<file path="src/rtl/priority_encoder4to2_seq.sv">
// priority_encoder4to2_seq
//   Sequential 4-to-2 priority encoder. It latches request bits into a sticky
//   pending register. It grants one pending bit per load, either by fixed
//   priority or by rotating priority. The encoded index is presented through
//   a valid/ready output register.
//
// Ports
//   clk        in   rising-edge clock
//   rst_n      in   asynchronous active-low reset
//   en         in   capture enable for req (draining is unaffected)
//   req[3:0]   in   level-sampled request bits, multi-hot allowed
//   out_ready  in   consumer accepts out_idx when out_valid && out_ready
//   clr_ovf    in   synchronous clear of overflow (a new overflow wins)
//   out_valid  out  out_idx holds a valid grant
//   out_idx    out  encoded index of the granted request
//   pending    out  pending-request register
//   overflow   out  sticky: a request merged into an already-pending bit
//   busy       out  |pending | out_valid, decoded from registers only
module priority_encoder4to2_seq #(
  parameter bit ROUND_ROBIN = 1'b0
) (
  input  logic       clk,
  input  logic       rst_n,
  input  logic       en,
  input  logic [3:0] req,
  input  logic       out_ready,
  input  logic       clr_ovf,
  output logic       out_valid,
  output logic [1:0] out_idx,
  output logic [3:0] pending,
  output logic       overflow,
  output logic       busy
);

  localparam int unsigned N_REQ = 4;
  localparam int unsigned IDX_W = 2;

  logic [N_REQ-1:0] pending_q, pending_d;
  logic             out_valid_q, out_valid_d;
  logic [IDX_W-1:0] out_idx_q, out_idx_d;
  logic [IDX_W-1:0] last_idx_q, last_idx_d;
  logic             overflow_q, overflow_d;

  logic [IDX_W-1:0] sel_fix;
  logic [IDX_W-1:0] sel_rr;
  logic [IDX_W-1:0] sel;
  logic [IDX_W-1:0] cand;
  logic             rr_found;
  logic             load;
  logic             grant;
  logic [N_REQ-1:0] clr_mask;
  logic [N_REQ-1:0] req_en;
  logic             ovf_hit;

  // Fixed priority: the highest set index wins (ascending scan, last hit kept).
  always_comb begin
    sel_fix = '0;
    for (int unsigned i = 0; i < N_REQ; i++) begin
      if (pending_q[i]) sel_fix = IDX_W'(i);
    end
  end

  // Rotating priority: scan last_idx-1, last_idx-2, ... wrapping back to last_idx.
  always_comb begin
    sel_rr   = last_idx_q;
    rr_found = 1'b0;
    cand     = '0;
    for (int unsigned k = 1; k <= N_REQ; k++) begin
      cand = last_idx_q - IDX_W'(k);
      if (!rr_found && pending_q[cand]) begin
        sel_rr   = cand;
        rr_found = 1'b1;
      end
    end
  end

  assign sel = ROUND_ROBIN ? sel_rr : sel_fix;

  // Grant and pending/overflow next-state.
  always_comb begin
    load     = !out_valid_q || out_ready;
    grant    = load && (|pending_q);
    clr_mask = grant ? (N_REQ'(1) << sel) : '0;
    req_en   = req & {N_REQ{en}};

    // A request landing on the bit being cleared re-pends it without overflow.
    pending_d = (pending_q & ~clr_mask) | req_en;
    ovf_hit   = |(req_en & pending_q & ~clr_mask);

    overflow_d = overflow_q;
    if (clr_ovf) overflow_d = 1'b0;
    if (ovf_hit) overflow_d = 1'b1;
  end

  // Output register: reload on an empty or accepted slot, else hold.
  always_comb begin
    out_valid_d = out_valid_q;
    out_idx_d   = out_idx_q;
    last_idx_d  = last_idx_q;
    if (load) begin
      out_valid_d = grant;
      if (grant) begin
        out_idx_d  = sel;
        last_idx_d = sel;
      end
    end
  end

  always_ff @(posedge clk or negedge rst_n) begin
    if (!rst_n) begin
      pending_q   <= '0;
      out_valid_q <= 1'b0;
      out_idx_q   <= '0;
      last_idx_q  <= '0;
      overflow_q  <= 1'b0;
    end else begin
      pending_q   <= pending_d;
      out_valid_q <= out_valid_d;
      out_idx_q   <= out_idx_d;
      last_idx_q  <= last_idx_d;
      overflow_q  <= overflow_d;
    end
  end

  assign out_valid = out_valid_q;
  assign out_idx   = out_idx_q;
  assign pending   = pending_q;
  assign overflow  = overflow_q;
  assign busy      = (|pending_q) | out_valid_q;

endmodule

</file>
<file path="config.mk">
export PLATFORM = sky130hd
export DESIGN_NAME = priority_encoder4to2_seq
export DESIGN_NICKNAME = d
export VERILOG_FILES = /design/src/rtl/priority_encoder4to2_seq.sv
export SDC_FILE = /design/constraint.sdc
export NUM_CORES = 1
export LEC_CHECK = 0
export BUFFER_PORTS_ARGS = -buffer_cell sky130_fd_sc_hd__buf_4
export CAP_MARGIN = 20
export CORE_AREA = 2 2 39 41
export CTS_BUF_LIST = sky130_fd_sc_hd__clkbuf_16
export CTS_CLUSTER_SIZE = 40
export DETAILED_ROUTE_END_ITERATION = 12
export DIE_AREA = 0 0 41 43
export GPL_TIMING_DRIVEN = 1
export SYNTH_ARGS = -nofsm -noshare
export SYNTH_HDL_FRONTEND = slang
export SYNTH_SLANG_ARGS = --single-unit
</file>
<file path="constraint.sdc">
create_clock -name clk -period 2.45 [get_ports clk]
set_input_delay 0.1225 -clock clk [delete_from_list [all_inputs] [get_ports clk]]
set_output_delay 0.1225 -clock clk [all_outputs]
set_load 0.03 [all_outputs]
</file>
**Yosys cells after proc, flatten, opt, wreduce, memory -nomap -nowiden**

Cells that the tools add are included.

- Register bits after elaboration: 8
- Bits of input ports: 9
- Output and inout port bits: 9
- Word-level logic and storage cells: 25

- Shifts and indexed selects: 1
- Muxes and demuxes: 6
- Bitwise logic cells: 7
- Reduce and logical (&&, ||, !) cells: 7

Operators with widths:

| operator | count |
|---|---|
| $and 4x4->4 | 4 |
| $reduce_or 4->1 | 2 |
| $mux 2 | 2 |
| $mux 4 | 1 |
| $not 4->4 | 1 |
| $or 4x4->4 | 1 |
| $shl 1x2->4 const A | 1 |
| $mux 1 | 3 |
| $reduce_and 2->1 | 1 |
| $reduce_bool 2->1 | 1 |
| $logic_and 1x1->1 | 1 |
| $logic_not 1->1 | 1 |
| $logic_or 1x1->1 | 1 |
| $or 1x1->1 | 1 |

**Longest topological paths before layout**

Gate-level depths: netlist of run 1.

- Depth after elaboration: 9
- Mapped depth: 4
- Mapped depth without buffers: 4

**Worst setup path after synthesis of run 1**

Ideal clock, no wire load.

- Kind: flip-flop to flip-flop
- Start point: reg pending_q[3] (netlist: pending[3])
- End point: reg pending_q[0] (netlist: pending[0])
- Setup time: 0.121 ns
- Data arrival time: 1.142 ns
- Data required time: 2.329 ns
- Path slack: 1.187 ns
- Stages on the path, launching flop included: 5
- Buffers on the path: 0
- Period minus slack after synthesis: 1.263 ns
- Cells stage by stage: dfrtp_1 > nor2_4 > nand2_2 > or2_1 > a22o_1

- Word-level cells in the longest chain between the ends: 6
- Elaborated cells between the ends (all ways): 8
- Classes of those cells: shift (1); mux (2); bitwise (3); reduce/logical (2)

RTL lines:

| element | line | source |
|---|---|---|
| from (decl) | 38 | `logic [N_REQ-1:0] pending_q, pending_d;` |
| from (signal assigned) | 117 | `pending_q <= pending_d;` |
| $mux 2 or $reduce_or 4->1 (tied branches) | 59, 82 |  |
| $shl 1x2->4 or $logic_and 1x1->1 (tied branches) | 83, 82 |  |
| $mux 4 (*) | 83 | `clr_mask = grant ? (N_REQ'(1) << sel) : '0;` |
| $not 4->4 (*) | 87 | `pending_d = (pending_q & ~clr_mask) \| req_en;` |
| $and 4x4->4 (*) | 87 |  |
| $or 4x4->4 (*) | 87 |  |
| net pending_d[0] | 38 |  |

The timed path passes the listed nets; every way through them passes the cells marked *.
A chain may end at the register's enable or synchronous reset.

**Worst setup path in the final report of run 1**

- Start point: reg pending_q[3] (netlist: pending[3])
- End point: out busy

- Word-level cells in the longest chain between the ends: 2

RTL lines:

| element | line | source |
|---|---|---|
| $reduce_or 4->1 | 129 | `assign busy = (\|pending_q) \| out_valid_q;` |
| $or 1x1->1 | 129 |  |
| to (decl) | 32 | `output logic busy` |

Every way passes these cells.

==> results.sh, run 1 <==
export IMPL_sw_frac_of_total_pct=27.60
export IMPL_p_comb_share_pct=22.7
export IMPL_synthArstFlopShare_pct=100.0
export IMPL_crit_buf_inv=1
export IMPL_fin_cells=76
export IMPL_synth_net_count=48
export IMPL_num_vias=378
export IMPL_synth_top_area_cell="dfrtp_1"
export IMPL_layout_drive_gt1_share_pct=41.67
export IMPL_cap_violations=0
export IMPL_p_clk_share_pct=47.4
export IMPL_outcome="complete, no violations"
export IMPL_syn_inst=39
export IMPL_pwr_share_seq_pct=29.9
export IMPL_cts_sinks=8
export IMPL_tightestPinTransition_ns=0.2441
export IMPL_firstDrtPassIters=4
export IMPL_p_leak_uw=0.0002921
export IMPL_finalSetupTns_ns=0
export IMPL_final_area_sq_um=630.6
export IMPL_grt_max_degree=9
export IMPL_critPathMaxStageDelay_ns=0.45
export IMPL_clock_latency_ns=0.23
export IMPL_power_switching_uw=159.9
export IMPL_ys_seq_elements=8
export IMPL_cts_buffer_depth=2
export IMPL_yosysMostFrequentCell="dfrtp_1"
export IMPL_start_kind="flip-flop"
export IMPL_synthFlopType="dfrtp_1"
export IMPL_crit_fanout=6
export IMPL_die_y_microns=43
export IMPL_viasPerCell=4.974
export IMPL_power_internal_uw=419.5
export IMPL_layout_area_overhead_vs_synth_pct=58.49
export IMPL_drtIter0Drc=11
export IMPL_finalClockSkew_ns=0.001460
export IMPL_arrival_ns=1.13
export IMPL_finalMaxSlewViolations=0
export IMPL_grt_ovfl_total=0
export IMPL_synth_area_leaders="dfrtp_1 (50%), a22o_1 (6.6%), nand2_1 (3.8%)"
export IMPL_synthesis_area_sq_um=397.9
export IMPL_tritoncts="done"
export IMPL_totalWireLength_microns=975
export IMPL_nets=71
export IMPL_dp_hpwl_microns=706.2
export IMPL_globalplace_congestion=0.6996
export IMPL_path_clk_slew_ns=0.04
export IMPL_seq_area_frac_synth_pct=50.31
export IMPL_die_w_microns=41
export IMPL_cp_slowest_cell="dfrtp_1"
export IMPL_yosysTopAreaCellShare_pct=50.31
export IMPL_cts_buffers=3
export IMPL_initial_core_util_pct=28.75
export IMPL_io_buffers=17
export IMPL_ant_nets=0
export IMPL_die_area_sq_um=1763
export IMPL_path_cells="nor2_4 > nand3b_1 > buf_4"
export IMPL_grt_pass1_wl_microns=1518
export IMPL_place_area_sq_um=545.5
export IMPL_hold_ws_ns=0.1102
export IMPL_grt_pass1_vias=358
export IMPL_n_fill_cell=135
export IMPL_setup_viol=0
export IMPL_grtUsageTotal_pct=13.56
export IMPL_yosys_top_cells_count="dfrtp_1 (8), nand2_1 (4), a22o_1 (3), nor2_1 (3)"
export IMPL_final_hold_viol_count=0
export IMPL_critPathTopFamily="flip-flops"
export IMPL_period_share_pct=51.21
export IMPL_fp_row_count=14
export IMPL_pin_count=18
export IMPL_ir_drop_mv=0.3482
export IMPL_worstSetupPathType="reg2out"
export IMPL_h_tree_depth=1
export IMPL_post_cts_buffers=0
export IMPL_core_sq_um=1384
export IMPL_max_clock_freq_ghz=0.7970
export IMPL_cts_root_buf="clkbuf_16"
export IMPL_antenna_cells=0
export IMPL_slew_headroom_pct=83.73
export IMPL_min_period_ns=1.255
export IMPL_synthesis_area_per_instance_sq_um=10.20
export IMPL_synth_edf_count=0
export IMPL_drc=0
export IMPL_cp_end_kind="output port"
export IMPL_dpl_cell_count=72
export IMPL_routedWlPerCell_microns=12.83
export IMPL_hold_path_class="in2reg"
export IMPL_antenna_found_initial=0
export IMPL_synthDistinctLibCells=22
export IMPL_grt_setup_unrepaired="no"
export IMPL_powerDensity_nw_per_um2=918.9
export IMPL_synth_warnings=0
export IMPL_worstPathRequired_ns=2.33
worst reg2reg max path, stage by stage (launching register included):
cell and delay (ns):
dfrtp_1 0.45, nor2_4 0.19, nand2_2 0.07, or2_1 0.20, a22o_1 0.18
power groups by stage:
stage / logic [uW] / clock network (uW) / registers, uW
after global routing: 143 / 286 / 176
after global placement: 130 / 0 / 175
final: 132 / 274 / 173
after floorplan: 40.4 / 0 / 210
after detailed placement: 131 / 0 / 175
after CTS: 133 / 280 / 173
cell usage in the layout (no fill, tap or decap), drive strengths merged:
cell         instances
nor2                 4
o2111ai              1
a21oi                1
or2                  1
dfrtp                8
and2b                1
a22o                 4
nand2b               1
nand3b               1
nand4                1
inv                  1
dlygate4sd3          1
o21ai                4
nand3                2
nand2                5
a22oi                1
o22ai                1
and3                 1
clkbuf               3
buf                 17
nor2b                1
path summary, 6_finish.rpt:
path,startpoint,end,slack (ns),cells after the start
worst max-delay path,pending[3]$_DFF_PN0_,busy,1.20,3
worst min-delay path,req[2],pending[2]$_DFF_PN0_,0.11,3
worst max register to register,pending[3]$_DFF_PN0_,pending[0]$_DFF_PN0_,1.23,4
worst min register to register,out_idx[1]$_DFFE_PN0P_,out_idx[1]$_DFFE_PN0P_,0.51,2
max in group asynchronous,rst_n,pending[0]$_DFF_PN0_,2.07,2
min in group asynchronous,rst_n,overflow$_DFFE_PN0P_,0.25,2
final cells by class:
type | count | area, sq um | area share, %
sequential | 8 | 200.2 | 31.75
multi-input combinational | 30 | 193.9 | 30.75
timing repair buffer | 18 | 137.6 | 21.83
clock buffer | 3 | 75.07 | 11.90
tap | 16 | 20.02 | 3.175
inverter | 1 | 3.754 | 0.5952
metal layers:
layer,up-vias,GRT usage (%),part of all wire (%)
met4,0,10.00,3.9
li1,186,-,-
met1,174,16.50,42
met3,5,5.236,7.1
met2,13,18.44,47
met5,-,0,0
cells by family after synthesis:
group,count (synthesis),share of synthesized area [%]
compound gates,12,21.07
flops,8,50.31
simple gates,18,27.68
buf+inv,1,0.9425
metrics by stage:
step	setup WS [ns]	utilization (%)	power [uW]
finish	1.195	45.57	579.5
global placement	1.293	39.42	305.0
CTS	1.189	45.57	586.6
floorplan	1.187	-	249.9
global route	1.122	45.57	605.6
detailed placement	1.268	39.42	305.4
what timing repair did:
| item | CTS | global route |
|---|---|---|
| resized for setup | 0 | 0 |
| hold buffers | 1 | 0 |
| hold endpoints to repair | 8 | 0 |
sequential cells by signal (all words and copies together) (netlist names):
register and cells:
out_idx 2, out_valid 1, overflow 1, pending 4
Power figures use the tool's default switching activity.
==> inputs of run 2 (changes only) <==
==> constraint.sdc (replaced) <==
create_clock -name clk -period 1 [get_ports clk]
set_input_delay 0.05 -clock clk [delete_from_list [all_inputs] [get_ports clk]]
set_output_delay 0.05 -clock clk [all_outputs]
set_load 0.03 [all_outputs]
==> run 2 against run 1 <==
  * Critical path type unchanged
  * Final cell count rose by 16%
  * Utilization rose by 8.9 points
  * Non-clock buffer count rose by 11
  * First-iteration DRC count fell by 36%
  * Clock power rose to 2.5 times the previous value
  * Wire length rose by 14%
  * Combinational power rose to 3.2 times the previous value
  * Register-to-register slack got worse by 1.4 ns
  * Total power rose to 2.7 times the previous value
  * The run now ends with setup timing left
  * Global-route usage rose by 2.4 points
  * Sequential power rose by 150%
  * Via count rose by 11%
==> results.sh, run 2 (synthesis results as in run 1) <==
export IMPL_outcome="finished with violations"
export IMPL_violations="setup timing"
export IMPL_worstSetupPathType="reg2out"
export IMPL_layout_drive_gt1_share_pct=59.72
export IMPL_routedWlPerCell_microns=12.59
export IMPL_cts_sinks=8
export IMPL_drc=0
export IMPL_layout_area_overhead_vs_synth_pct=89.31
export IMPL_slew_headroom_pct=85.34
export IMPL_hold_path_class="in2reg"
export IMPL_crit_fanout=3
export IMPL_powerDensity_nw_per_um2=2048
export IMPL_tritoncts="done"
export IMPL_globalplace_congestion=0.6602
export IMPL_io_buffers=17
export IMPL_finalPower_uw=1543
export IMPL_critPathMaxStageDelay_ns=0.41
export IMPL_final_hold_viol_count=0
export IMPL_die_w_microns=41
export IMPL_cap_violations=0
export IMPL_ant_nets=0
export IMPL_grt_ovfl_total=0
export IMPL_layout_setup_ws_ns=-0.1775
export IMPL_start_kind="flip-flop"
export IMPL_antenna_found_initial=0
export IMPL_nets=82
export IMPL_path_clk_slew_ns=0.04
export IMPL_wl_met2_microns=524
export IMPL_die_y_microns=43
export IMPL_cts_root_buf="clkbuf_16"
export IMPL_clock_latency_ns=0.23
export IMPL_drtIter0Drc=7
export IMPL_wl_met3_microns=66
export IMPL_grt_pass1_vias=397
export IMPL_totalWireLength_microns=1108
export IMPL_largest_register_ffs=4
export IMPL_cts_buffer_depth=2
export IMPL_antenna_cells=0
export IMPL_mostFrequentLayoutCell="buf_4"
export IMPL_initial_core_util_pct=28.75
export IMPL_firstDrtPassIters=4
export IMPL_min_period_ns=1.177
export IMPL_wirelength_met1_microns=481
export IMPL_layout_area_seq_sq_um=205.2
export IMPL_cp_end_kind="output port"
export IMPL_path_cells="nor2_4 > buf_4 > nand3b_1 > buf_6"
export IMPL_multiInputGateArea_sq_um=202.7
export IMPL_routed_top_layer="met4"
export IMPL_grt_setup_unrepaired="yes"
export IMPL_place_ws_ns=-0.09694
export IMPL_setup_viol=7
export IMPL_tightestPinTransition_ns=0.2200
export IMPL_max_clock_freq_ghz=0.8493
export IMPL_cts_buffers=3
export IMPL_die_area_sq_um=1763
export IMPL_num_vias=419
export IMPL_pin_count=18
export IMPL_finalMaxSlewViolations=0
export IMPL_period_share_pct=117.7
export IMPL_grtUsageTotal_pct=15.94
export IMPL_grt_max_degree=9
export IMPL_viasPerCell=4.761
export IMPL_arrival_ns=1.13
export IMPL_finalClockSkew_ns=0.0008565
export IMPL_worstPathRequired_ns=0.95
export IMPL_cp_slowest_cell="dfrtp_2"
export IMPL_n_fill_cell=129
export IMPL_core_sq_um=1384
export IMPL_grt_pass1_wl_microns=1780
export IMPL_reg2reg_setup_slack_ns=-0.16
export IMPL_fp_row_count=14
export IMPL_layout_common_cells="buf_4 (22), buf_6 (6), nand2_1 (4), dfrtp_1 (4), dfrtp_2 (4)"
export IMPL_h_tree_depth=1
export IMPL_dp_hpwl_microns=767.8
export IMPL_ir_drop_mv=0.7898
export IMPL_p_leak_uw=0.0003550
-- run 2: critical path, delay by kind of cell, from the launching register on --
family | cells | cell delay (ns)
DFF | 1 | 0.41
buffers and inverters | 2 | 0.28
and+or+nand+nor | 2 | 0.20
-- run 2: repair_timing --
| item | CTS | global route |
|---|---|---|
| gates resized for setup | 10 | 1 |
| hold endpoints to repair | 8 | 0 |
| hold buffers | 1 | 0 |
| endpoints found under the setup margin | 9 | 10 |
| pin swaps | 2 | 2 |
| setup buffers | 2 | 0 |
-- run 2: area by class of cell --
type | count | area share, %
well taps | 16 | 2.658
repair buffers | 29 | 32.23
multi-input cells | 30 | 26.91
flip-flops and latches | 8 | 27.24
clock buffers | 3 | 9.967
inverters | 1 | 0.4983
clock inverters | 1 | 0.4983
-- run 2: path summary, 6_finish.rpt --
check | startpoint | to | depth (start not counted)
worst max-delay path | pending[2]$_DFF_PN0_ | busy | 4
worst min-delay path | req[2] | pending[2]$_DFF_PN0_ | 3
worst max register to register | pending[2]$_DFF_PN0_ | pending[0]$_DFF_PN0_ | 5
worst min register to register | out_idx[1]$_DFFE_PN0P_ | out_idx[1]$_DFFE_PN0P_ | 2
max in group asynchronous | rst_n | out_valid$_DFFE_PN0P_ | 2
min in group asynchronous | rst_n | out_idx[0]$_DFFE_PN0P_ | 2
-- run 2: through the flow --
step / cells / TNS [ns] / utilization, % / hold WS (ns) / area, sq um
CTS: 88 / -0.7401 / 54.16 / 0.03762 / 749.5
detailed placement: 81 / -0.3753 / 44.57 / -0.1219 / 616.8
global placement: 81 / -0.3103 / 44.57 / -0.1231 / 616.8
floorplan: 39 / -0.3848 / - / -0.2456 / 401.6
global route: 88 / -1.136 / 54.43 / 0.05193 / 753.2
finish: 88 / -0.7169 / 54.43 / 0.02886 / 753.2
-- run 2: report_power, final --
part           switching, uW  internal (uW)  total [uW]
Sequential              50.8            375         425
Clock                    168            522         690
Combinational            210            217         427
Total                    429           1110        1540
-- run 2: layer usage --
layer | vias up | global-route usage, %
li1 | 211 | -
met1 | 184 | 19.93
met2 | 19 | 21.88
met3 | 5 | 4.712
met4 | 0 | 12.00
met5 | - | 0
==> inputs of run 3 (changes only) <==
--- a/config.mk
+++ b/config.mk
@@ -13,6 +13,7 @@
 export DETAILED_ROUTE_END_ITERATION = 12
 export DIE_AREA = 0 0 41 43
 export GPL_TIMING_DRIVEN = 1
+export RECOVER_POWER = 50
 export SYNTH_ARGS = -nofsm -noshare
 export SYNTH_HDL_FRONTEND = slang
 export SYNTH_SLANG_ARGS = --single-unit
==> run 3 against run 2 <==
  * The flow still finishes with violations (setup timing)
  * Setup slack barely moved
  * Combinational power barely moved
  * Final area is 0.50% lower
  * Die area stayed put
  * Wire length decreased by 0.36%
  * Highest routed layer unchanged
  * Clock skew unchanged
  * Largest power group unchanged
  * Largest cell class unchanged
  * Clock power hardly changed
  * Via count unchanged
==> results.sh, run 3 (synthesis results as in run 1) <==
export IMPL_outcome="finished with violations"
export IMPL_violations="setup timing"
export IMPL_hold_path_class="in2reg"
export IMPL_globalplace_congestion=0.6602
export IMPL_p_clk_share_pct=44.8
export IMPL_met1_usage_pct=19.93
export IMPL_grt_max_degree=9
export IMPL_grt_pass1_vias=397
export IMPL_layout_area_seq_sq_um=205.2
export IMPL_n_fill_cell=131
export IMPL_drc=0
export IMPL_antenna_cells=0
export IMPL_cts_buffer_depth=2
export IMPL_layout_drive_gt1_share_pct=58.33
export IMPL_sw_frac_of_total_pct=27.82
export IMPL_layout_setup_ws_ns=-0.1775
export IMPL_grt_busiest_layer="met2"
export IMPL_min_period_ns=1.177
export IMPL_finalMaxSlewViolations=0
export IMPL_dpl_cell_count=81
export IMPL_fin_cells=88
export IMPL_p_leak_uw=0.0003514
export IMPL_critPathTopFamily="flip-flops"
export IMPL_totalWireLength_microns=1104
export IMPL_viasPerCell=4.761
export IMPL_firstDrtPassIters=4
export IMPL_crit_fanout=3
export IMPL_worstSetupPathType="reg2out"
export IMPL_h_tree_depth=1
export IMPL_crit_buf_inv=2
export IMPL_power_switching_uw=428.6
export IMPL_grt_use_met3_pct=4.712
export IMPL_pwr_share_seq_pct=27.6
export IMPL_ant_nets=0
export IMPL_slew_headroom_pct=68.62
export IMPL_grt_setup_unrepaired="yes"
export IMPL_multiInputGateArea_sq_um=202.7
export IMPL_cts_root_buf="clkbuf_16"
export IMPL_largest_register_ffs=4
export IMPL_num_vias=419
export IMPL_cts_buffers=3
export IMPL_dp_hpwl_microns=767.8
export IMPL_core_sq_um=1384
export IMPL_p_comb_share_pct=27.6
export IMPL_pin_count=18
export IMPL_path_cells="nor2_4 > buf_4 > nand3b_1 > buf_6"
export IMPL_die_w_microns=41
export IMPL_layout_area_overhead_vs_synth_pct=88.36
export IMPL_mostFrequentLayoutCell="buf_4"
export IMPL_path_clk_slew_ns=0.04
export IMPL_io_buffers=17
export IMPL_setup_viol=7
export IMPL_fp_row_count=14
export IMPL_power_internal_uw=1112
export IMPL_fin_util_pct=54.16
export IMPL_crit_start="pending[2]$_DFF_PN0_"
export IMPL_routedWlPerCell_microns=12.55
export IMPL_cap_violations=0
export IMPL_arrival_ns=1.13
export IMPL_grtUsageTotal_pct=15.94
export IMPL_tightestPinTransition_ns=0.4707
export IMPL_tritoncts="done"
export IMPL_critPathMaxStageDelay_ns=0.41
export IMPL_max_clock_freq_ghz=0.8493
export IMPL_die_y_microns=43
export IMPL_worstPathRequired_ns=0.95
export IMPL_clock_latency_ns=0.23
export IMPL_period_share_pct=117.7
export IMPL_final_hold_viol_count=0
export IMPL_nets=82
export IMPL_cp_end_kind="output port"
export IMPL_initial_core_util_pct=28.75
export IMPL_ir_drop_mv=0.7898
export IMPL_cts_sinks=8
export IMPL_met2_usage_pct=21.88
export IMPL_cp_slowest_cell="dfrtp_2"
export IMPL_finalClockSkew_ns=0.0008565
export IMPL_drtIter0Drc=7
export IMPL_die_area_sq_um=1763
export IMPL_antenna_found_initial=0
export IMPL_powerDensity_nw_per_um2=2056
export IMPL_grt_ovfl_total=0
export IMPL_grt_pass1_wl_microns=1780
export IMPL_start_kind="flip-flop"
export IMPL_r2r_start="pending[2]$_DFF_PN0_"
export IMPL_worstHoldStart="req[2]"
export IMPL_layout_common_cells="buf_4 (21), buf_6 (6), nand2_1 (4), dfrtp_1 (4), dfrtp_2 (4)"
==> run 3: worst paths after layout <==
check                                         end  slack [ns]  cells after the start
setup / recovery                             busy       -0.18                      4
hold / removal               pending[2]$_DFF_PN0_        0.03                      3
setup reg to reg             pending[0]$_DFF_PN0_       -0.16                      5
hold reg to reg            out_idx[1]$_DFFE_PN0P_        0.52                      2
max in group asynchronous   out_valid$_DFFE_PN0P_        0.37                      2
min in group asynchronous  out_idx[0]$_DFFE_PN0P_        0.28                      2
==> run 3: final cells by class <==
type | instances | area share [%]
Sequential cell | 8 | 27.38
Tap cell | 16 | 2.671
Timing Repair Buffer | 29 | 31.89
Clock inverter | 1 | 0.5008
Inverter | 1 | 0.5008
Clock buffer | 3 | 10.02
Multi-Input combinational cell | 30 | 27.05
==> run 3: power by group through the flow <==
stage	combinational, uW	sequential, uW	clock, uW
2_1_floorplan	99.6	516	0
3_3_place_gp	387	427	0
3_5_place_dp	388	427	0
4_1_cts	425	427	708
5_1_grt	459	435	727
6_report	425	425	690
==> run 3: metal layers <==
layer | up-vias | wire length (microns)
met4 | 0 | 36
met2 | 19 | 524
met1 | 184 | 475
met3 | 5 | 68
met5 | - | 0
li1 | 211 | -
==> run 3: through the flow <==
stage,total power (uW),setup WS (ns),cell area (sq um),hold slack [ns],TNS (ns)
4_1_cts,1560,-0.1646,749.5,0.03762,-0.7401
2_1_floorplan,615.2,-0.1879,401.6,-0.2456,-0.3848
3_5_place_dp,815.3,-0.09694,616.8,-0.1219,-0.3753
3_3_place_gp,814.1,-0.08886,616.8,-0.1231,-0.3103
6_report,1541,-0.1775,749.5,0.02886,-0.7170
5_1_grt,1621,-0.2176,749.5,0.05193,-1.136
==> run 3: timing repair <==
item / CTS / global route
buffers inserted: 2 / 0
endpoints found under the hold margin: 8 / 0
pin swaps: 2 / 2
endpoints found under the setup margin: 9 / 10
hold buffers: 1 / 0
gates resized for setup: 10 / 1
==> run 3: tightest hold or removal path, stage by stage <==
cell	delay [ns]
buf_4	0.09
nand2_1	0.05
nand2_1	0.05
